[src/rtl/hub75_row_fetch.sv]
// hub75_row_fetch: walks one panel row through the pixel store B port and streams one bitplane per column.
// Ports: clk/reset (async, active-high); start/row_addr/plane command, busy/done status;
//   mem_addr/mem_en/mem_q read port of the store (MEM_LATENCY cycles from enable to data);
//   pixel_valid/pixel_ready handshake carrying rgb_top/rgb_bot ({r,g,b}) and pixel_last.
// Define HUB75_ROW_FETCH_REVERSE_EN to walk columns from PIXEL_WIDTH-1 down to 0.
module hub75_row_fetch #(
  parameter int PIXEL_WIDTH = 64,
  parameter int PIXEL_HALFHEIGHT = 16,
  parameter int MEM_LATENCY = 1,
  localparam int RW = $clog2(PIXEL_HALFHEIGHT),
  localparam int CW = $clog2(PIXEL_WIDTH),
  localparam int AW = RW + CW
) (
  input  logic          clk,
  input  logic          reset,
  input  logic          start,
  input  logic [RW-1:0] row_addr,
  input  logic [2:0]    plane,
  output logic          busy,
  output logic          done,
  output logic [AW-1:0] mem_addr,
  output logic          mem_en,
  input  logic [31:0]   mem_q,
  output logic          pixel_valid,
  input  logic          pixel_ready,
  output logic [2:0]    rgb_top,
  output logic [2:0]    rgb_bot,
  output logic          pixel_last
);
  localparam int D = MEM_LATENCY + 1;
  localparam int PW = D > 1 ? $clog2(D) : 1;
  localparam int NW = $clog2(D + 1);
`ifdef HUB75_ROW_FETCH_REVERSE_EN
  localparam logic [CW-1:0] COL_FIRST = CW'(PIXEL_WIDTH - 1);
  localparam logic [CW-1:0] COL_END = '0;
  localparam logic [CW-1:0] COL_STEP = '1;
`else
  localparam logic [CW-1:0] COL_FIRST = '0;
  localparam logic [CW-1:0] COL_END = CW'(PIXEL_WIDTH - 1);
  localparam logic [CW-1:0] COL_STEP = CW'(1);
`endif
  typedef enum logic [1:0] {IDLE, FETCH, DRAIN} state_t;
  state_t state, state_n;
  logic [RW-1:0] row_r;
  logic [2:0] plane_r;
  logic [CW-1:0] col;
  logic [AW-1:0] addr_q;
  logic [MEM_LATENCY-1:0] pipe, pipe_last;
  logic [6:0] fifo [D];
  logic [6:0] head;
  logic [PW-1:0] wp, rp;
  logic [NW-1:0] cnt;
  logic [7:0] occ;
  logic issue, pop, push, done_n;
  // Field bit `pl` of an RGB565 word; G drops its LSB so G[4:0] sits at [10:6].
  function automatic logic [2:0] px_bits(input logic [15:0] px, input logic [2:0] pl);
    return pl > 3'd4 ? 3'b000 : {px[{1'b0, pl} + 4'd11], px[{1'b0, pl} + 4'd6], px[{1'b0, pl}]};
  endfunction
  assign pixel_valid = cnt != '0;
  assign head = fifo[rp];
  assign pixel_last = pixel_valid & head[6];
  assign rgb_top = pixel_valid ? head[5:3] : 3'b000;
  assign rgb_bot = pixel_valid ? head[2:0] : 3'b000;
  assign busy = state != IDLE;
  assign push = pipe[MEM_LATENCY-1];
  always_comb begin
    pop = pixel_valid & pixel_ready;
    // Buffered plus in-flight words, net of this cycle's pop, must leave room for one more.
    occ = 8'(cnt) - 8'(pop);
    for (int i = 0; i < MEM_LATENCY; i++) occ = occ + 8'(pipe[i]);
    state_n = state;
    issue = 1'b0;
    case (state)
      IDLE: state_n = start ? FETCH : IDLE;
      FETCH: begin
        issue = occ < 8'(D);
        state_n = issue && col == COL_END ? DRAIN : FETCH;
      end
      DRAIN: state_n = pop && head[6] ? IDLE : DRAIN;
      default: state_n = IDLE;
    endcase
    mem_en = issue;
    mem_addr = issue ? {row_r, col} : addr_q;
    done_n = state == DRAIN && pop && head[6];
  end
  always_ff @(posedge clk or posedge reset) begin
    if (reset) state <= IDLE;
    else state <= state_n;
  end
  always_ff @(posedge clk or posedge reset) begin
    if (reset) begin
      row_r <= '0;
      plane_r <= '0;
      col <= '0;
      addr_q <= '0;
      pipe <= '0;
      pipe_last <= '0;
      wp <= '0;
      rp <= '0;
      cnt <= '0;
      done <= 1'b0;
    end else begin
      if (state == IDLE && start) begin
        row_r <= row_addr;
        plane_r <= plane;
        col <= COL_FIRST;
      end
      if (issue) begin
        addr_q <= {row_r, col};
        if (col != COL_END) col <= col + COL_STEP;
      end
      pipe <= (pipe << 1) | MEM_LATENCY'(issue);
      pipe_last <= (pipe_last << 1) | MEM_LATENCY'(issue && col == COL_END);
      if (push) wp <= wp == PW'(D - 1) ? '0 : wp + PW'(1);
      if (pop) rp <= rp == PW'(D - 1) ? '0 : rp + PW'(1);
      cnt <= cnt + NW'(push) - NW'(pop);
      done <= done_n;
    end
  end
  always_ff @(posedge clk) begin
    if (push) fifo[wp] <= {pipe_last[MEM_LATENCY-1], px_bits({mem_q[7:0], mem_q[15:8]}, plane_r), px_bits({mem_q[23:16], mem_q[31:24]}, plane_r)};
  end
endmodule

[config.mk]
export PLATFORM = sky130hd
export DESIGN_NAME = hub75_row_fetch
export DESIGN_NICKNAME = d
export VERILOG_FILES = /design/src/rtl/hub75_row_fetch.sv
export SDC_FILE = /design/constraint.sdc
export NUM_CORES = 1
export LEC_CHECK = 0
export CELL_PAD_IN_SITES_DETAIL_PLACEMENT = 1
export CELL_PAD_IN_SITES_GLOBAL_PLACEMENT = 2
export CORE_MARGIN = 2
export CORE_UTILIZATION = 35
export DETAILED_ROUTE_END_ITERATION = 10
export HOLD_SLACK_MARGIN = 0.06
export PLACE_DENSITY = 0.86
export SYNTH_ARGS = -nofsm -noshare
export SYNTH_HDL_FRONTEND = slang
export SYNTH_SLANG_ARGS = --single-unit
[constraint.sdc]
create_clock -name clk -period 5.9 [get_ports clk]
set_clock_uncertainty 0.05 [all_clocks]
set_input_delay 0.885 -clock clk [delete_from_list [all_inputs] [get_ports clk]]
set_output_delay 0.885 -clock clk [all_outputs]
set_load 0.01 [all_outputs]
* Word-level counts from Yosys, hierarchy flattened *
Memory sizes are Yosys's and may differ from the RTL's.
Index checks and enable logic that the tools add are counted.

operators by class
  $add $sub $neg = 9
  $mul = 0
  div/mod/pow operators = 0
  magnitude comparators = 5
  eq/ne operators = 4
  shift operators = 0
  mux-type cells = 29
  bitwise operators = 2
  reductions and logical operators = 9

operators with widths
  kind                   count
  $mux W6                3
  $bmux W1 S4            4
  $mux W1                12
  $mux W3                4
  $lt A4 B5 Y1 const B   2
  $mux W10               1
  $lt A8 B2 Y1 const B   1
  $add A6 B1 Y6 const B  1
  $bmux W1 S3            2
  $eq A6 B6 Y1 const B   1
  $logic_and A1 B1 Y1    6
  $ne A6 B6 Y1 const B   1
  $pmux W2 S3            1
  $lt A3 B5 Y1 const B   1
  $add A3 B2 Y4          1
  $add A3 B3 Y4 const B  1
  $add A3 B4 Y4 const B  1
  $mux W2                2
  $reduce_bool A2 Y1     2
  $gt A3 B3 Y1 const B   1
  $sub A2 B1 Y3          1
  $add A1 B1 Y1 const B  2
  $add A2 B1 Y2          1
  $and A1 B1 Y1          2
  other kinds (4)        4

storage, ports and cells
  register bits = 32
  bits in latches = 0
  RAM bits = 14
  bits in read-only memories = 0
  input bits = 43
  output and inout bits = 21
  word-level logic and storage cells = 70
  memories = 1

memories
  name  depth  width  read ports  clocked after memory_dff  wr ports  line  text
  fifo  2      7      1           0                         1         49    logic [6:0] fifo [D];

* Depth between registers and ports, before layout *
  depth in word-level cells = 8
  depth in mapped cells = 11
  depth with buffers taken out = 10

* Worst setup path after synthesis *
OpenSTA, ideal clock, no wires.

  path kind = input -> output
  start point = input pixel_ready
  end point = output mem_addr[1]
  data arrival time = 2.819 ns
  required time = 4.965 ns
  path slack = 2.146 ns
  cell stages on the path = 8
  buffers on the path = 1
  path through = nand3_1 o21ai_0 ha_1 ha_1 a211o_1 a211oi_4 buf_6 mux2_2

on the way
  longest elaborated chain between the ends = 6

ends and longest elaborated chain
  what           line  text
  from (decl)    25    input logic pixel_ready,
  $and A1 B1 Y1  67    pop = pixel_valid & pixel_ready;
  $sub A2 B1 Y3  69    occ = 8'(cnt) - 8'(pop);
  $add A3 B2 Y4  70    for (int i = 0; i < MEM_LATENCY; i++) occ = occ + 8'(pipe[i]);
  $lt A8 B2 Y1   76    issue = occ < 8'(D);
  $mux W1        73    case (state)
  net mem_en     22    output logic mem_en,
  $mux W10       --
  to (decl)      21    output logic [AW-1:0] mem_addr,

The timed path passes the listed nets, and every way through them passes these cells.

* Final worst setup path *
  start point = input pixel_ready
  end point = output mem_addr[0]

on the way
  longest elaborated chain between the ends = 6

ends and longest elaborated chain
  what           line
  $and A1 B1 Y1  67
  $sub A2 B1 Y3  69
  $add A3 B2 Y4  70
  $lt A8 B2 Y1   76
  $mux W1        73
  $mux W10       --

Every way passes these cells.

==> flow_summary.yaml <==
clock_network:
  cts_tree: "yes"
  clk_pin_slew_ns: 0.09
  clk_latency_ns: 0.30
  cts.sinks: 46
  h-tree-depth: 2
  post_cts_buffers: 0
  holdBufCountCts: 0
  cts_buffers: 5
  cts_root_buf: "clkbuf_8"
  cts_buffer_depth: 2
  cts_resized: 0
synthesis:
  synth_top_family_by_area: "multiplexers"
  synthAdderAreaFrac: 0.0430
  ys_top_cells_by_area: "dfrtp_1 31%, edfxtp_1 16%, mux4_2 12%"
  synthesis.area_um2: 2620
  syn_nets: 260
  ys_seq_area_frac: 0.467
  avgSynthCellArea_um2: 12.6
  synth_top_area_frac: 0.306
  synth_compound_area_frac: 0.0617
  synthCells: 208
  yosys.area_share.simple: 0.0933
  ys_ff_latch: 46
  synth-xor-area-share: 0.0167
  synthMuxAreaShare: 0.286
  yosysWarnings: 0
  yosysTopAreaCell: "dfrtp_1"
  synth_cell_types: 35
flow_run:
  max-cap-violations: 0
critical_path:
  path_class: "in2out"
  cp_slowest_stage_delay_ns: 0.75
  endpoint_kind: "primary output"
  cp-start-kind: "input pin"
  critical_path_required_ns: 4.97
  crit_buf_inv: 2
  critPathArrivalTime_ns: 4.10
  cp_max_fo: 18
  slowest_stage: "a211oi_4"
  cp_cell_sequence: "clkdlybuf4s50_1, nand3_1, o21ai_0, ha_1, ha_1, a211o_1, a211oi_4, mux2_2, clkdlybuf4s50_1"
  cp_top_family: "compound AO/OA/AOI/OAI gates"
sta:
  slew_headroom: 0.443
  rsz0062_at_grt: "no"
  fin_crit_sh: 0.853
  fmax_mhz: 199
  layout_min_cycle_time_ns: 5.03
  setup_tns_ns: 0
  setup_viol: 0
  final_max_slew_viol_count: 0
  worst_slew_pin_slew_ns: 0.833
  final-hold-violation-count: 0
  worst_slack_ns: 0.868
placed_design:
  port_buffers: 63
  hpwl_um: 4340
  placed_area_um2: 3340
  post-place-ws_ns: 0.883
  gp_congestion: 0.725
route:
  vias_per_cell: 4.92
  drt_iter0_drc: 57
  wl_per_cell_um: 15.1
  final_antenna_net_count: 0
  dr_total_vias: 1829
  drt_first_pass_iters: 4
  drc: 0
  totalWireLength_um: 5620
global_route:
  grt_usage: 0.148
  grt_pass1_vias: 2004
  grt_pass1_wl_um: 9790
  antenna_found_initial: 0
  grt-ovfl-total: 0
  grt_max_degree: 33
min_path:
  min_path_type: "reg2reg"
power:
  p_sw_frac: 0.342
  vdd_ir_drop_max_mv: 0.302
  power_frac_comb: 0.503
  power_density_nw_per_um2: 440
  clkPwrFrac: 0.155
  leakage_uw: 0.00146
  p_int_uw: 999
  seq_power_share: 0.342
  p_sw_uw: 520
outcome:
  run_status: "completed"
cells_and_area:
  drive_above_1_share: 0.161
  nets: 324
  antenna_cells: 0
  area.growth.synth_to_final_pct: 32.0
  fill_cells: 797
  fin_area_um2: 3450
die:
  fp-row-count: 31
  die_w_um: 90.5
  coreArea_um2: 7250
  io_pins: 64
  die_h_um: 90.5
  die-area_um2: 8180
  start_util: 0.361
state kept, by name, summed over array words and instances, names as in the netlist:
name,cells
fifo,14
addr_q,10
col,6
row_r,4
plane_r,3
cnt,2
state,2
done,1
pipe,1
pipe_last,1
rp,1
wp,1
final cells by class:
cell class                      count  area, µm²  share of cell area
Clock buffer                        6       72.6              0.0210
Clock inverter                      2       36.3              0.0105
Inverter                           10       37.5              0.0109
Multi-Input combinational cell    143       1310               0.379
Sequential cell                    46       1220               0.354
Tap cell                           99        124              0.0359
Timing Repair Buffer               66        653               0.189
Yosys cell counts (all sizes together):
library cell	count
a211o	1
a211oi	2
a21o	1
a21oi	5
a31oi	2
and2	4
and3	3
and4b	1
buf	6
clkbuf	3
dfrtp	32
edfxtp	14
ha	9
inv	10
mux2	17
mux2i	24
mux4	14
nand2	12
nand2b	2
nand3	6
nand4	1
nor2	15
nor2b	4
nor3b	1
o21ai	7
o21bai	1
o22ai	6
xnor2	2
xor2	3
power by group through the flow:
stage               registers, µW  clock network, µW  logic (µW)
floorplan                     493                  0         500
global placement              525                  0         755
detailed placement            528                  0         771
CTS                           521                243         778
global route                  535                258         845
finish                        519                235         765
layout by cell type, fill, tap and decap left out, types with 2 or more instances in the layout:
cell type	n
xnor2_1	2
nand2_1	11
clkdlybuf4s50_1	63
mux4_2	14
nand2b_1	2
clkbuf_8	5
edfxtp_1	14
mux2_2	17
o21ai_0	7
a31oi_1	2
nand3_1	5
dfrtp_1	32
inv_1	10
and3_1	3
o22ai_1	6
a21oi_1	5
nor2_1	15
buf_4	3
mux2i_1	24
and2_1	4
nor2b_1	4
xor2_1	3
ha_1	9
path summary, 6_finish.rpt:
check	start	to	slack, ns	cells after the start
min in group asynchronous	reset	state[1]$_DFF_PP0_	0.91	3
hold / removal	pipe_last$_DFF_PP0_	fifo[0][6]$_DFFE_PP_	0.40	0
hold reg to reg	pipe_last$_DFF_PP0_	fifo[0][6]$_DFFE_PP_	0.40	0
setup reg to reg	cnt[1]$_DFF_PP0_	col[0]$_DFF_PP0_	3.06	9
max in group asynchronous	reset	plane_r[2]$_DFFE_PP0P_	4.58	3
setup / recovery	pixel_ready	mem_addr[0]	0.87	9
worst register-to-register path: stages, from the launching register on:
cell and delay (ns):
dfrtp_1 0.43, nand3_1 0.12, o21ai_0 0.11, ha_1 0.25
ha_1 0.24, a211o_1 0.33, a211oi_4 0.75, buf_4 0.25
nand2_2 0.07, mux2i_1 0.13
layer usage:
metal	vias to the layer above	track usage	part of all wire
met2	33	0.241	0.48
met5	-	0	0
li1	891	-	-
met3	5	0.0334	0.029
met1	900	0.200	0.48
met4	0	0.0385	0.012
logic make-up after synthesis:
logic type	after synthesis
compound gates	25
xor+xnor	5
fa+ha+maj	9
buf+inv	19
flops	46
mux	55
simple gates	49
stage by stage:
step | utilization | hold WS [ns] | cells | power [µW]
final | 0.476 | 0.404 | 372 | 1520
after floorplan | - | 0.370 | 208 | 993
after CTS | 0.476 | 0.413 | 372 | 1540
after global placement | 0.461 | 0.378 | 364 | 1280
after detailed placement | 0.461 | 0.387 | 364 | 1300
after global routing | 0.476 | 0.425 | 372 | 1640
(Power assumes the default switching activity.)
